<file path="config.mk">
export PLATFORM = sky130hd
export DESIGN_NAME = pwm_gen_dt
export DESIGN_NICKNAME = d
export VERILOG_FILES = /design/src/rtl/pwm_pkg.sv /design/src/rtl/pwm_dt_chan.sv /design/src/rtl/pwm_gen_dt.sv
export SDC_FILE = /design/constraint.sdc
export NUM_CORES = 1
export LEC_CHECK = 0
export ABC_AREA = 1
export CAP_MARGIN = 10
export CORE_ASPECT_RATIO = 0.8
export CORE_MARGIN = 2
export CORE_UTILIZATION = 60
export CTS_CLUSTER_DIAMETER = 30
export DETAILED_ROUTE_END_ITERATION = 10
export GPL_ROUTABILITY_DRIVEN = 0
export PLACE_DENSITY = 0.78
export SETUP_SLACK_MARGIN = 0.4
export SYNTH_ARGS = -nofsm -noshare
export SYNTH_HDL_FRONTEND = slang
export SYNTH_HIERARCHICAL = 1
export SYNTH_SLANG_ARGS = --single-unit
</file>
<file path="constraint.sdc">
create_clock -name clk -period 10.9 [get_ports clk]
set_clock_uncertainty 0.05 [all_clocks]
set_input_delay 2.18 -clock clk [delete_from_list [all_inputs] [get_ports clk]]
set_output_delay 2.18 -clock clk [all_outputs]
set_load 0.05 [all_outputs]
</file>
<file path="src/rtl/pwm_pkg.sv">
// pwm_pkg: shared FSM encoding and reset defaults for the dead-time PWM generator
package pwm_pkg;
    typedef enum logic [1:0] {
        IDLE      = 2'd0,
        SOFTSTART = 2'd1,
        RUN       = 2'd2,
        FAULT     = 2'd3
    } pwm_state_e;
    localparam int DEF_PERIOD  = 400;
    localparam int DEF_DT      = 10;
    localparam int DEF_SS_STEP = 4;
endpackage

</file>
<file path="src/rtl/pwm_dt_chan.sv">
// pwm_dt_chan: per-channel duty clamp, compare and dead-time windows with registered gates
module pwm_dt_chan #(
    parameter int W = 16
) (
    input  logic         clk,
    input  logic         rst,
    input  logic         gate_i,
    input  logic [W-1:0] cnt_i,
    input  logic [W-1:0] duty_i,
    input  logic [W-1:0] cap_i,
    input  logic [W-1:0] lim_i,
    input  logic [W-1:0] post_i,
    input  logic [W-1:0] hi_i,
    output logic         pwm_o,
    output logic         sec_o
);
    logic [W-1:0] duty_m, duty_eff;
    logic         pwm_d, pwm_q, sec_d, sec_q;
    // duty_eff <= lim keeps duty_eff + post inside the period, so the sum cannot wrap
    always_comb begin
        duty_m   = (duty_i < cap_i) ? duty_i : cap_i;
        duty_eff = (duty_m < lim_i) ? duty_m : lim_i;
        pwm_d    = gate_i && (cnt_i < duty_eff);
        sec_d    = gate_i && (cnt_i >= duty_eff + post_i) && (cnt_i < hi_i);
    end
    always_ff @(posedge clk or posedge rst) begin
        if (rst) begin
            pwm_q <= 1'b0;
            sec_q <= 1'b0;
        end else begin
            pwm_q <= pwm_d;
            sec_q <= sec_d;
        end
    end
    assign pwm_o = pwm_q;
    assign sec_o = sec_q;
endmodule

</file>
<file path="src/rtl/pwm_gen_dt.sv">
// pwm_gen_dt: multi-channel PWM with shared period counter, dead-time, soft-start,
// fault latch and shadowed configuration committed at period wrap.
module pwm_gen_dt
    import pwm_pkg::*;
#(
    parameter int NCH            = 2,
    parameter int CNT_WIDTH      = 16,
    parameter int PERIOD_DEFAULT = DEF_PERIOD,
    parameter int DT_DEFAULT     = DEF_DT,
    parameter int SS_STEP        = DEF_SS_STEP
) (
    input  logic                     clk,
    input  logic                     rst,
    input  logic                     en,
    input  logic                     fault,
    input  logic                     fault_clr,
    input  logic                     upd,
    input  logic [CNT_WIDTH-1:0]     period_in,
    input  logic [NCH*CNT_WIDTH-1:0] duty_in,
    input  logic [CNT_WIDTH-1:0]     dt_pre_in,
    input  logic [CNT_WIDTH-1:0]     dt_post_in,
    output logic [NCH-1:0]           pwm_out,
    output logic [NCH-1:0]           secondary_out,
    output logic                     upd_done,
    output logic                     cfg_err,
    output logic                     period_start,
    output logic [1:0]               state
);
    localparam int W  = CNT_WIDTH;
    localparam int CW = 3*W + NCH*W;
    localparam logic [CW-1:0] CFG_RST = {W'(PERIOD_DEFAULT), W'(DT_DEFAULT), W'(DT_DEFAULT), {NCH*W{1'b0}}};

    pwm_state_e       state_q, state_d;
    logic [W-1:0]     cnt_q, cnt_d, ramp_q, ramp_d;
    logic [CW-1:0]    act_q, act_d, sh_q, sh_d;
    logic             pending_q, pending_d, done_q, err_q, ps_q;
    logic [W-1:0]     per_a, pre_a, post_a, duty_max, cap, lim, hi;
    logic [NCH*W-1:0] duty_a;
    logic [W:0]       ramp_sum;
    logic             run_q, gate, wrap, cfg_ok, load, commit;

    assign {per_a, pre_a, post_a, duty_a} = act_q;
    assign run_q  = (state_q == SOFTSTART) || (state_q == RUN);
    assign wrap   = run_q && (cnt_q == per_a - W'(1));
    assign cfg_ok = (period_in >= W'(4)) && ({1'b0, dt_pre_in} + {1'b0, dt_post_in} < {1'b0, period_in});
    assign load   = upd && cfg_ok;
    assign commit = pending_q && (wrap || (state_q == IDLE));
    // gating on the next state too makes en/fault drop the gates on the very next edge
    assign gate   = run_q && ((state_d == SOFTSTART) || (state_d == RUN));
    assign cap    = (state_q == RUN) ? '1 : ramp_q;
    assign lim    = per_a - pre_a - post_a;
    assign hi     = per_a - pre_a;

    always_comb begin
        duty_max = '0;
        for (int k = 0; k < NCH; k++)
            duty_max = (duty_a[k*W +: W] > duty_max) ? duty_a[k*W +: W] : duty_max;
        state_d = state_q;
        if (fault) state_d = FAULT;
        else begin
            case (state_q)
                IDLE:      state_d = en ? SOFTSTART : IDLE;
                SOFTSTART: state_d = !en ? IDLE : (wrap && ramp_q >= duty_max) ? RUN : SOFTSTART;
                RUN:       state_d = en ? RUN : IDLE;
                default:   state_d = fault_clr ? IDLE : FAULT;
            endcase
        end
    end

    always_comb begin
        ramp_sum  = {1'b0, ramp_q} + (W+1)'(SS_STEP);
        ramp_d    = (state_q == IDLE) ? '0 :
                    (state_q == SOFTSTART && wrap) ? (ramp_sum[W] ? '1 : ramp_sum[W-1:0]) : ramp_q;
        cnt_d     = (!gate || wrap) ? '0 : cnt_q + W'(1);
        sh_d      = load ? {period_in, dt_pre_in, dt_post_in, duty_in} : sh_q;
        act_d     = commit ? sh_q : act_q;
        pending_d = load || (pending_q && !commit);
    end

    always_ff @(posedge clk or posedge rst) begin
        if (rst) begin
            state_q   <= IDLE;
            cnt_q     <= '0;
            ramp_q    <= '0;
            act_q     <= CFG_RST;
            sh_q      <= CFG_RST;
            pending_q <= 1'b0;
            done_q    <= 1'b0;
            err_q     <= 1'b0;
            ps_q      <= 1'b0;
        end else begin
            state_q   <= state_d;
            cnt_q     <= cnt_d;
            ramp_q    <= ramp_d;
            act_q     <= act_d;
            sh_q      <= sh_d;
            pending_q <= pending_d;
            done_q    <= commit;
            err_q     <= upd && !cfg_ok;
            ps_q      <= gate && (cnt_q == '0);
        end
    end

    for (genvar c = 0; c < NCH; c++) begin : g_ch
        pwm_dt_chan #(.W(W)) u_chan (
            .clk    (clk),
            .rst    (rst),
            .gate_i (gate),
            .cnt_i  (cnt_q),
            .duty_i (duty_a[c*W +: W]),
            .cap_i  (cap),
            .lim_i  (lim),
            .post_i (post_a),
            .hi_i   (hi),
            .pwm_o  (pwm_out[c]),
            .sec_o  (secondary_out[c])
        );
    end

    assign upd_done     = done_q;
    assign cfg_err      = err_q;
    assign period_start = ps_q;
    assign state        = state_q;
endmodule

</file>
[Word level (Yosys, flattened, before mapping)]
Cells that the tools add are included.
Cells by class
  $add $sub $neg: 8
  shifts and indexed selects: 0
  div/mod/pow operators: 0
  order comparisons: 14
  muxes and demuxes: 18
  bitwise logic cells: 0
  equal/unequal tests: 5
  multiply operators: 0
  reductions and logical operators: 27
Operators with widths (number)
  2-to-1 mux 16 bit: 11
  < comparator 16 bit: 7
  >= comparator 16 bit: 3
  adder 16 bit: 2
  subtractor 16 bit: 2
  adder 16 x 16 -> 17 bit: 1
  adder 16 x 3 -> 17 bit, second input constant: 1
  < comparator 17 x 16 -> 1 bit: 1
  adder 16 x 1 -> 16 bit, second input constant: 1
  equality test 16 bit: 1
  >= comparator 16 x 3 -> 1 bit, second input constant: 1
  > comparator 16 x 1 -> 1 bit, second input constant: 1
  > comparator 16 bit: 1
  logical AND 1 bit: 16
  zero test 16 bit: 1
  subtractor 16 x 1 -> 16 bit, second input constant: 1
  2-to-1 mux 2 bit: 5
  one-hot mux 2 bit (3 select lines): 1
  logical OR 1 bit: 5
  equality test 2 x 1 -> 1 bit, second input constant: 2
  equality test 2 bit, second input constant: 2
  zero test 1 bit: 3
  zero test 2 bit: 1
  nonzero test 2 bit: 1
  2-to-1 mux 1 bit: 1
Storage, ports and cells
  ROM bits: 0
  memories kept: 0
  input bits: 86
  word-level logic and storage cells: 85
  register bits: 202
  output and inout port bits: 9
  bits in writable memories: 0
  bits in latches: 0

[Longest topological paths before layout]
  word-level depth: 16
  depth in mapped cells: 54
  mapped depth without buffers: 53

[Cells and area by module]
The synthesis kept the hierarchy.
By module, submodules not included
  pwm_gen_dt: seq. area each 4947.2 um^2, times used 1, area each 12070.3 um^2, cells each 1505
  pwm_dt_chan at g_ch[0].u_chan: seq. area each 50.0 um^2, times used 1, area each 2962.8 um^2, cells each 437
  pwm_dt_chan at g_ch[1].u_chan: seq. area each 50.0 um^2, times used 1, area each 2836.5 um^2, cells each 435

[Worst setup path before layout]
No wires, ideal clock.
  kind: register -> register
  from: reg act_q[64]
  to: reg g_ch[0].u_chan.sec_q
  clock period less this slack: 7644 ps
  arrival: 7468 ps
  required time: 10724 ps
  path buffers: 1
  slack: 3256 ps
  cell stages (with the launch flop): 54
  library setup time: 126 ps
  cell sequence: dfrtp_1 -> inv_1 -> ha_1 -> inv_1 -> fa_1 -> nand3_1 -> nand2_1 -> a21oi_1 -> o21bai_1 -> a31oi_1 -> o21ai_0 -> a21oi_1 -> o21bai_1 -> xor2_1 -> ha_1 -> nand2_1 -> nor3_1 -> nor3b_1 -> [18 not listed] -> nand2_1 -> nand2_1 -> a21oi_2 -> nor2_1 -> nor2_2 -> o21bai_2 -> a21oi_2 -> o21bai_2 -> a21oi_2 -> nor2_1 -> nor2_1 -> xor2_1 -> ha_1 -> nand2_1 -> nor2_1 -> a211oi_1 -> o21ai_0 -> o311a_1
RTL lines
  start: declaration: line pwm_gen_dt.sv:35  | logic [CW-1:0] act_q, act_d, sh_q, sh_d;
  start signal: assignment: line pwm_gen_dt.sv:95  | act_q <= act_d;
  subtractor 16 bit (*): line pwm_gen_dt.sv:52  | assign hi = per_a - pre_a;
  net hi[12]: line pwm_gen_dt.sv:37  | logic [W-1:0] per_a, pre_a, post_a, duty_max, cap, lim, hi;
  subtractor 16 bit (*): line pwm_gen_dt.sv:51  | assign lim = per_a - pre_a - post_a;
  net lim[15]: line pwm_gen_dt.sv:37
  < comparator 16 bit: line pwm_dt_chan.sv:22  | duty_eff = (duty_m < lim_i) ? duty_m : lim_i;
  2-to-1 mux 16 bit (*): line pwm_dt_chan.sv:22
  adder 16 bit (*): line pwm_dt_chan.sv:24  | sec_d = gate_i && (cnt_i >= duty_eff + post_i) && (cnt_i < hi_i);
  >= comparator 16 bit (*): line pwm_dt_chan.sv:24
  logical AND 1 bit (*) (2 in series): line pwm_dt_chan.sv:24
  net g_ch[0].u_chan.sec_d: line pwm_dt_chan.sv:18  | logic pwm_d, pwm_q, sec_d, sec_q;
  end signal: assignment: line pwm_dt_chan.sv:29  | sec_q <= 1'b0;
  end signal: assignment: line pwm_dt_chan.sv:32  | sec_q <= sec_d;
  end: declaration: line pwm_dt_chan.sv:18
Mark *: on every way through the listed nets, which the timed path passes. The rest lies on a longest branch.
A chain may end at the register's enable or synchronous reset.

[Final worst setup path]
  from: reg act_q[51]
  to: reg g_ch[1].u_chan.sec_q
Between the ends
  longest elaborated chain between the ends: 8
Ends and longest elaborated chain (line)
  subtractor 16 bit (*): pwm_gen_dt.sv:52
  net hi[13]: pwm_gen_dt.sv:37
  subtractor 16 bit (*): pwm_gen_dt.sv:51
  net lim[15]: pwm_gen_dt.sv:37
  < comparator 16 bit: pwm_dt_chan.sv:22
  2-to-1 mux 16 bit (*): pwm_dt_chan.sv:22
  adder 16 bit (*): pwm_dt_chan.sv:24
  >= comparator 16 bit (*): pwm_dt_chan.sv:24
  logical AND 1 bit (*) (2 in series): pwm_dt_chan.sv:24
  net g_ch[1].u_chan.sec_d: pwm_dt_chan.sv:18
  end signal: assignment: pwm_dt_chan.sv:29
  end signal: assignment: pwm_dt_chan.sv:32
  end: declaration: pwm_dt_chan.sv:18
Marked as above.

==> results.toml <==
[placed_design]
io_buffer_count = 94
dp_hpwl_um = 39500

[synthesis]
synth-simple-area-share_pct = 19.6
synth_warnings = 6
synth_top_area_share_pct = 26.2
async_flop_share_pct = 100
synth_top_family_by_area = "adder cells"
avgSynthCellArea_um2 = 7.52
synth-seq-cells = 201
ys_seq_area_share_pct = 28.2
synth_ff_type = "dfrtp_1"
yosys.cell_types.count = 61
synth_nets = 2751
synth_edf_count = 0
syn_area_um2 = 17900
synthMuxAreaShare_pct = 0
synth_top_area_cell = "dfrtp_1"
synth-xor-area-share_pct = 5.17
synth_compound_area_share_pct = 16.3
yosys-top-cells-area = "dfrtp_1 (26%), ha_1 (20%), nand2_1 (11%)"
synthAdderAreaFrac_pct = 20.4
synthCells = 2377

[worst_hold_path]
hold_path_class = "flop to flop"

[cells_and_area]
final_common_cell = "nand2_1"
nets = 2844
drive_above_1_share_pct = 7.02
diodes = 0
syn2layout_area_growth_pct = 15.0
layout_common_cells = "nand2_1 (527), inv_1 (410), ha_1 (283)"
fin_util_pct = 70.2

[timing]
clock.fmax_ghz = 0.109
layout_min_cycle_time_ns = 9.14
setup-tns-final_ns = 0
period_share_pct = 83.8
slew_headroom_pct = 32.3
slew_violations = 0
holdWs_ns = 0.413
setup_viol_count_final = 0
tightest_slew_ns = 1.02
rsz0062_at_grt = "no"
hold_viol = 0

[setup_path]
worstPathArrival_ns = 9.48
worstPathRequired_ns = 11.24
critPathKind = "flop to flop"
slowest_delay_ns = 0.50
cp_slowest_cell = "dfstp_2"
crit_path_start_kind = "flop"
crit_fanout = 28
worstSetupEndpointType = "flop"

[clocking]
clock_latency_ns = 0.56
clock-root-buffer = "clkbuf_16"
clock-sinks = 201
cts_setup_buffers = 0
cts.clk_slew.worst_paths_ns = 0.05
htreeDepth = 2
numCtsBuffers = 44
cts_tree = "built"
cts.path.max_buffers = 3
ctsResizeCount = 0
cts.hold.buffers_added = 0

[die]
die_x_um = 197
pin_count = 95
fp.dieH_um = 158
dieArea_um2 = 31200
coreArea_um2 = 29300
rows = 56
start_util_pct = 61.0

[grt]
grt_use_met3_pct = 8.52
track_usage_pct = 33.0
grt_util_met1_pct = 46.9
grt_pass1_vias = 15900
grt_pass1_wl_um = 80700
grtUsageMet2_pct = 48.9
grt_max_degree = 123
antenna_found_initial = 0
grt_overflow = 0
top_usage_layer = "met2"

[routing]
wl_per_cell_um = 17.7
drtIter0Drc = 1504
first_pass_iters = 6
drc = 0
vias = 16600
ant_nets = 0
wirelength_um = 51100
post_drt_via_cell_ratio = 5.77

[run]
cap_viol_max_count = 0

[outcome]
outcome = "finished clean"
==> path summary, 6_finish.rpt <==
| kind | cells after the start | slack, ns | from | to |
|---|---|---|---|---|
| max | 47 | 1.76 | act_q[51] | g_ch[1].u_chan/sec_o |
| max in group asynchronous | 3 | 7.13 | rst | act_q[65] |
| min reg2reg | 2 | 0.41 | sh_q[71] | act_q[71] |
| min in group asynchronous | 2 | 1.91 | rst | g_ch[0].u_chan/pwm_o |
| max reg2reg | 47 | 1.76 | act_q[51] | g_ch[1].u_chan/sec_o |
| min | 2 | 0.41 | sh_q[71] | act_q[71] |
==> flip-flops by register name, summed over array words and instances, names as in the netlist <==
name               cells
act_q                 80
state                  2
sh_q                  80
cnt_q                 16
period_start           1
upd_done               1
g_ch.u_chan/pwm_o      2
cfg_err                1
ramp_q                15
g_ch.u_chan/sec_o      2
pending_q              1
==> layer usage <==
metal | part of all wire [%] | routed length [um] | vias up
li1 | - | - | 7975
met1 | 45 | 22900 | 7726
met2 | 41 | 21100 | 828
met3 | 11 | 5620 | 116
met4 | 3.0 | 1530 | 0
met5 | 0 | 0 | -
==> cell families (layout without fill, tap and decap cells) <==
group	after synthesis	count (layout)
buffers and inverters	464	593
adders and majority gates	288	288
AOI/OAI and AO/OA	508	508
and+or+nand+nor	813	813
xor gates and xnor gates	103	103
DFF	201	201
==> synthesized netlist by cell type, types with 24 or more instances <==
| cell | count |
|---|---|
| xor2_1 | 83 |
| ha_1 | 283 |
| a21oi_1 | 174 |
| o21ai_0 | 188 |
| o21ai_1 | 30 |
| nor2_1 | 128 |
| nor3_1 | 27 |
| dfrtp_1 | 187 |
| inv_1 | 411 |
| nand4_1 | 24 |
| nand2_1 | 527 |
| nand3_1 | 50 |
==> stage by stage <==
stage               instances  area [um^2]  worst slack, ns
finish                   2883        20500             1.76
global route             2883        20500             1.18
CTS                      2883        20500             2.07
detailed placement       2801        19000             2.12
global placement         2801        19000             2.64
floorplan                2377        17900             3.26
==> area by class of cell <==
type                       count  area (um^2)
tap                          377          472
multi-input combinational   1712        11000
sequential                   201         5050
clock buffer                  55         1190
timing repair buffer          97          963
clock inverter                27          324
fill                        2302         8740
inverter                     414         1570
==> worst max-delay path, delay by kind of cell (launching register included) <==
| family | cells | cell delay, ns |
|---|---|---|
| compound gates | 19 | 3.44 |
| simple gates | 15 | 1.86 |
| fa+ha+maj | 5 | 1.78 |
| xor+xnor | 3 | 0.78 |
| buf+inv | 5 | 0.59 |
| flops | 1 | 0.50 |
Power is left out: the tool's default activity adds up to more than one toggle a clock period on the data nets, which glitch-free logic cannot reach.
